### src/rtl/seq_multiplier_if.sv
// seq_multiplier_if
// Groups the request/response signals of the sequential multiplier.
//   start   : operation request, sampled on the rising clock edge
//   a, b    : W-bit unsigned multiplicand / multiplier
//   busy    : high while an operation is iterating
//   done    : one-cycle completion strobe
//   product : 2W-bit registered result of the last completed operation
// The master modport is the requester; the slave modport is the multiplier.
interface seq_multiplier_if #(parameter int W = 4);
  logic             start;
  logic [W-1:0]     a;
  logic [W-1:0]     b;
  logic             busy;
  logic             done;
  logic [2*W-1:0]   product;

  modport master (output start, a, b, input busy, done, product);
  modport slave  (input start, a, b, output busy, done, product);
endinterface

### src/rtl/seq_multiplier.sv
// seq_multiplier
// Unsigned shift-add multiplier, one partial product per clock.
//   clk   : single clock, all state updates on the rising edge
//   reset : synchronous, active-high; returns to IDLE and clears all registers
//   bus   : seq_multiplier_if slave (start, a, b in; busy, done, product out)
// Sequence: IDLE accepts start, RUN iterates W times, DONE pulses done for
// one cycle and falls back to IDLE. The result is ready W edges after the
// accepting edge, so a continuously held start yields one operation every
// W+2 cycles.
module seq_multiplier #(
  parameter int W = 4
) (
  input  logic clk,
  input  logic reset,
  seq_multiplier_if.slave bus
);

  localparam int CW = $clog2(W + 1);
  localparam logic [CW-1:0] LAST = CW'(W - 1);

  typedef enum logic [1:0] {
    IDLE = 2'd0,
    RUN  = 2'd1,
    DONE = 2'd2
  } state_t;

  state_t           state;
  logic [W-1:0]     m;
  logic [W-1:0]     acc;
  logic [W-1:0]     q;
  logic [CW-1:0]    count;
  logic [2*W-1:0]   product;

  logic [W:0]       sum;
  logic             carry;
  logic [W-1:0]     acc_next;
  logic [W-1:0]     q_next;

  // One iteration: conditionally add M into ACC as a (W+1)-bit sum, then
  // shift {carry, ACC, Q} right by one with 0 entering the carry slot.
  // The carry is consumed by the same shift, so after every edge the stored
  // carry would be 0; it is therefore kept combinational only.
  always_comb begin
    sum      = {1'b0, acc} + (q[0] ? {1'b0, m} : {(W+1){1'b0}});
    carry    = sum[W];
    acc_next = {carry, sum[W-1:1]};
    q_next   = {sum[0], q[W-1:1]};
  end

  // Control FSM and datapath registers. Reset wins over everything; start is
  // only looked at in IDLE, so RUN/DONE ignore further requests.
  always_ff @(posedge clk) begin
    if (reset) begin
      state   <= IDLE;
      m       <= '0;
      acc     <= '0;
      q       <= '0;
      count   <= '0;
      product <= '0;
    end else begin
      case (state)
        IDLE: begin
          if (bus.start) begin
            m     <= bus.a;
            q     <= bus.b;
            acc   <= '0;
            count <= '0;
            state <= RUN;
          end
        end
        RUN: begin
          acc   <= acc_next;
          q     <= q_next;
          count <= count + 1'b1;
          // The W-th iteration publishes the post-shift {ACC, Q} directly.
          if (count == LAST) begin
            product <= {acc_next, q_next};
            state   <= DONE;
          end
        end
        DONE: begin
          state <= IDLE;
        end
        default: begin
          state <= IDLE;
        end
      endcase
    end
  end

  assign bus.busy    = (state == RUN);
  assign bus.done    = (state == DONE);
  assign bus.product = product;

endmodule

### src/flat_wrapper.sv
// flat-port wrapper written by rule: the top's interface ports become plain ports
module seq_multiplier_flat 
#(
  parameter int W = 4
)
  (clk, reset, bus_start, bus_a, bus_b, bus_busy, bus_done, bus_product);
  seq_multiplier_if #(.W(W)) bus_i ();
  input  logic clk;
  input  logic reset;
  input wire logic [$bits(bus_i.start)-1:0] bus_start;
  input wire logic [$bits(bus_i.a)-1:0] bus_a;
  input wire logic [$bits(bus_i.b)-1:0] bus_b;
  output wire logic [$bits(bus_i.busy)-1:0] bus_busy;
  output wire logic [$bits(bus_i.done)-1:0] bus_done;
  output wire logic [$bits(bus_i.product)-1:0] bus_product;
  assign bus_i.start = bus_start;
  assign bus_i.a = bus_a;
  assign bus_i.b = bus_b;
  assign bus_busy = bus_i.busy;
  assign bus_done = bus_i.done;
  assign bus_product = bus_i.product;
  seq_multiplier #(.W(W)) u_core (.clk(clk), .reset(reset), .bus(bus_i));
endmodule
### config.mk
export PLATFORM = sky130hd
export DESIGN_NAME = seq_multiplier_flat
export DESIGN_NICKNAME = d
export VERILOG_FILES = /design/src/rtl/seq_multiplier_if.sv /design/src/rtl/seq_multiplier.sv /design/src/flat_wrapper.sv
export SDC_FILE = /design/constraint.sdc
export NUM_CORES = 1
export LEC_CHECK = 0
export CAP_MARGIN = 5
export CORE_MARGIN = 2
export CORE_UTILIZATION = 45
export DETAILED_ROUTE_END_ITERATION = 10
export HOLD_SLACK_MARGIN = 0.05
export PLACE_DENSITY = 0.72
export REMOVE_ABC_BUFFERS = 1
export SYNTH_ARGS = -nofsm -noshare
export SYNTH_HDL_FRONTEND = slang
export SYNTH_SLANG_ARGS = --single-unit
### constraint.sdc
create_clock -name clk -period 1.6 [get_ports clk]
set_input_delay 0.4 -clock clk [delete_from_list [all_inputs] [get_ports clk]]
set_output_delay 0.4 -clock clk [all_outputs]
set_load 0.05 [all_outputs]
==> metrics.txt <==
setup TNS=-0.0250 ns; ANT cells=0; vias in the first global route=948; Worst setup SP type=register; Slew HR=0.719; Buf/Inv on CP=0; CP max stage cell=dfxtp_4; largest net degree at the start of global routing=15; hold buffer count at CTS=0; Syn Area/Cell=8.40 µm²; max incr delay on CP=0.38 ns; minimum clock period=1.63 ns; die height=54.7 µm; Vias=1011; Rows=18; postcts setup bufs=0; flop-to-flop setup slack=-0.03 ns; Core Footprint=0.00245 mm²; DR WL/cell=13.5 µm; RR Endpoint=u_core.bus.product[6]; sequential element share of the synthesized area=0.432; Fill cells=204; clock root buffer=clkbuf_4; via density per instance=5.24; Synth Register Bits=25; Worst Skew=0.00799 ns; Critical Path Source=u_core.q[0]; CTS tree=yes; share of cells above drive strength 1=0.301; final instance area=0.00163 mm²; drt total wl=2610 µm; outcome=finished, violations left; final worst setup slack=-0.0250 ns; grt ovf=0; drt drc=0; initial antenna violation count=0; beginning of the worst hold path=u_core.m[3]; period utilization=1.02; reg2reg start=u_core.q[0]; worst slew pin tran=0.422 ns; drt pass-1 iters=4; CP Class=register to register; clk slew on worst S/H paths=0.14 ns; Antenna Nets Post-Route=0; Starting Density=0.472; worst r2r path cells=6; WP data required=1.87 ns; Final Hold Vio Count=0; Post-Syn Instances=138; pwr dens=663 mW/mm²; die width=54.7 µm; first-pass GRT wire length=4060 µm; Die ar.=0.00300 mm²; clk buf depth=2; clock latency on the worst-skew pair=0.32 ns; Max H-tree Level=1; Finish-stage setup viols=1; fin. max-slew vios=0; top-area cell type share of the netlist area=0.432; # clock sinks=25; Layout area overhead=40.8%; dpl hpwl=1910 µm; Synth area leader=dfxtp_1; synthesized area=0.00116 mm²; DP Area=0.00152 mm²; Placer Congestion=0.810; Num CTS Buffers=3; Min-Delay Path Class=register to register; leakage power=0.631 nW; WHS Path Cells=2; Cells after DPL=189; Achievable Freq=615 MHz; CP top delay family=simple AND/OR/NAND/NOR gates; GRT Total Usage=0.195; synth top area cells=dfxtp_1 (43%), a21oi_1 (7.8%), nand2_1 (7.1%); Top Ports=21; Hold Path End=u_core.m[3]; RSZ-0062 raised after global routing=true; Synth warnings=0; Iter 0 DRT Violations=4; element type at the critical path end=register; total power=1.08 mW; failing checks=setup timing; max-cap violation count=0; Non-Filler Instances=193; VDD IR-drop max=0.000727 V; Yosys cell types=30; Critical Path Fanout Max=5; CP Cell Sequence=and2_4 > ha_4 > nand3_2 > and3_4 > or3_4 > a21oi_2; I/O Buffers=20; nets=182; CP Data Arrival Time=1.89 ns
## routing by layer
| metal | track usage | up-vias | part of all wire |
|---|---|---|---|
| li1 | - | 518 | - |
| met1 | 0.225 | 474 | 0.42 |
| met2 | 0.345 | 13 | 0.54 |
| met3 | 0.0355 | 6 | 0.024 |
| met4 | 0.0875 | 0 | 0.015 |
| met5 | 0 | - | 0 |
## cell families (layout without fill, tap and decap cells)
logic type / after synthesis / in the layout / share of synthesized area
compound gates: 35 / 35 / 0.190
xor+xnor: 1 / 1 / 0.00756
fa+ha+maj: 7 / 7 / 0.0821
simple gates: 54 / 54 / 0.222
flops: 25 / 25 / 0.432
buf+inv: 16 / 41 / 0.0659
## worst max-delay path by stage
stage | to | slack (ns) | cells past startpoint
after global routing | u_core.bus.product[6] | -0.07 | 6
after floorplan | u_core.bus.product[6] | 0.04 | 6
after CTS | u_core.bus.product[6] | -0.04 | 7
after detailed placement | u_core.m[2] | -0.13 | 5
final | u_core.bus.product[6] | -0.03 | 6
after global placement | u_core.m[1] | -0.07 | 5
## repair_timing
| item | 4_1_cts | 5_1_grt |
|---|---|---|
| gates resized for setup | 7 | 15 |
| cloned | 0 | 0 |
| pin swaps | 1 | 4 |
| setup endpoints to repair | 8 | 9 |
## worst min-delay path: stages, from the launching register on
cell     delay (ns)
dfxtp_1        0.33
o21ai_0        0.06
a21oi_1        0.06
## layout by cell type (no fill, tap or decap), drive strengths merged, types with 2 or more instances in the layout
| cell | Yosys | routed |
|---|---|---|
| clkbuf | 3 | 3 |
| o21ai | 5 | 5 |
| buf | 4 | 18 |
| a21oi | 18 | 18 |
| a22oi | 2 | 2 |
| clkdlybuf4s50 | 0 | 10 |
| o31ai | 2 | 2 |
| inv | 9 | 9 |
| dfxtp | 25 | 25 |
| nor2 | 17 | 17 |
| nor2b | 3 | 3 |
| nand3 | 2 | 2 |
| a311oi | 3 | 3 |
| ha | 6 | 6 |
| nand2 | 23 | 23 |
| a211oi | 2 | 2 |
| nand2b | 2 | 2 |
| and2 | 4 | 4 |
## metrics by stage
step                setup slack, ns   util  hold WS (ns)
finish                      -0.0250  0.665         0.478
global route                -0.0699  0.665         0.503
CTS                         -0.0357  0.640         0.476
detailed placement           -0.135  0.618         0.459
global placement            -0.0673  0.618         0.465
floorplan                    0.0377      -         0.439
## cells in the mapped netlist
cell and number:
nand2_1 22, xnor2_1 1, a22oi_1 2, and3_4 1, ha_1 6, o22ai_1 1
a2111oi_0 1, inv_4 1, buf_2 2, nor2b_1 3, and2_1 4, dfxtp_1 25
o31ai_1 2, a21oi_1 18, nand2b_4 1, nand2b_1 1, buf_4 1, o21ai_0 5
nand3_1 2, a21o_2 1, buf_6 1, nor2_1 17, fa_1 1, a311oi_1 3
or3_1 1, clkbuf_1 3, nand4b_1 1, a211oi_2 2, nand2_4 1, inv_1 8
## final cells by class
| type | instances | area (µm²) | area share |
|---|---|---|---|
| clock buffer | 3 | 22.5 | 0.0138 |
| tap | 30 | 37.5 | 0.0230 |
| sequential | 25 | 505 | 0.310 |
| inverter | 9 | 36.3 | 0.0222 |
| multi-input combinational | 97 | 664 | 0.407 |
| timing repair buffer | 28 | 360 | 0.221 |
| clock inverter | 1 | 5.00 | 0.00307 |
## report_power, final
group          switching (mW)  internal, mW
Sequential             0.0211         0.642
Combinational          0.0715        0.0687
Clock                   0.184        0.0936
## registers in the layout, indices dropped and copies added, names as in the netlist
name,count
u_core.bus.product,8
u_core.state,2
u_core.count,3
u_core.q,4
u_core.acc,4
u_core.m,4
No activity file was read; power rests on OpenSTA's default activity.
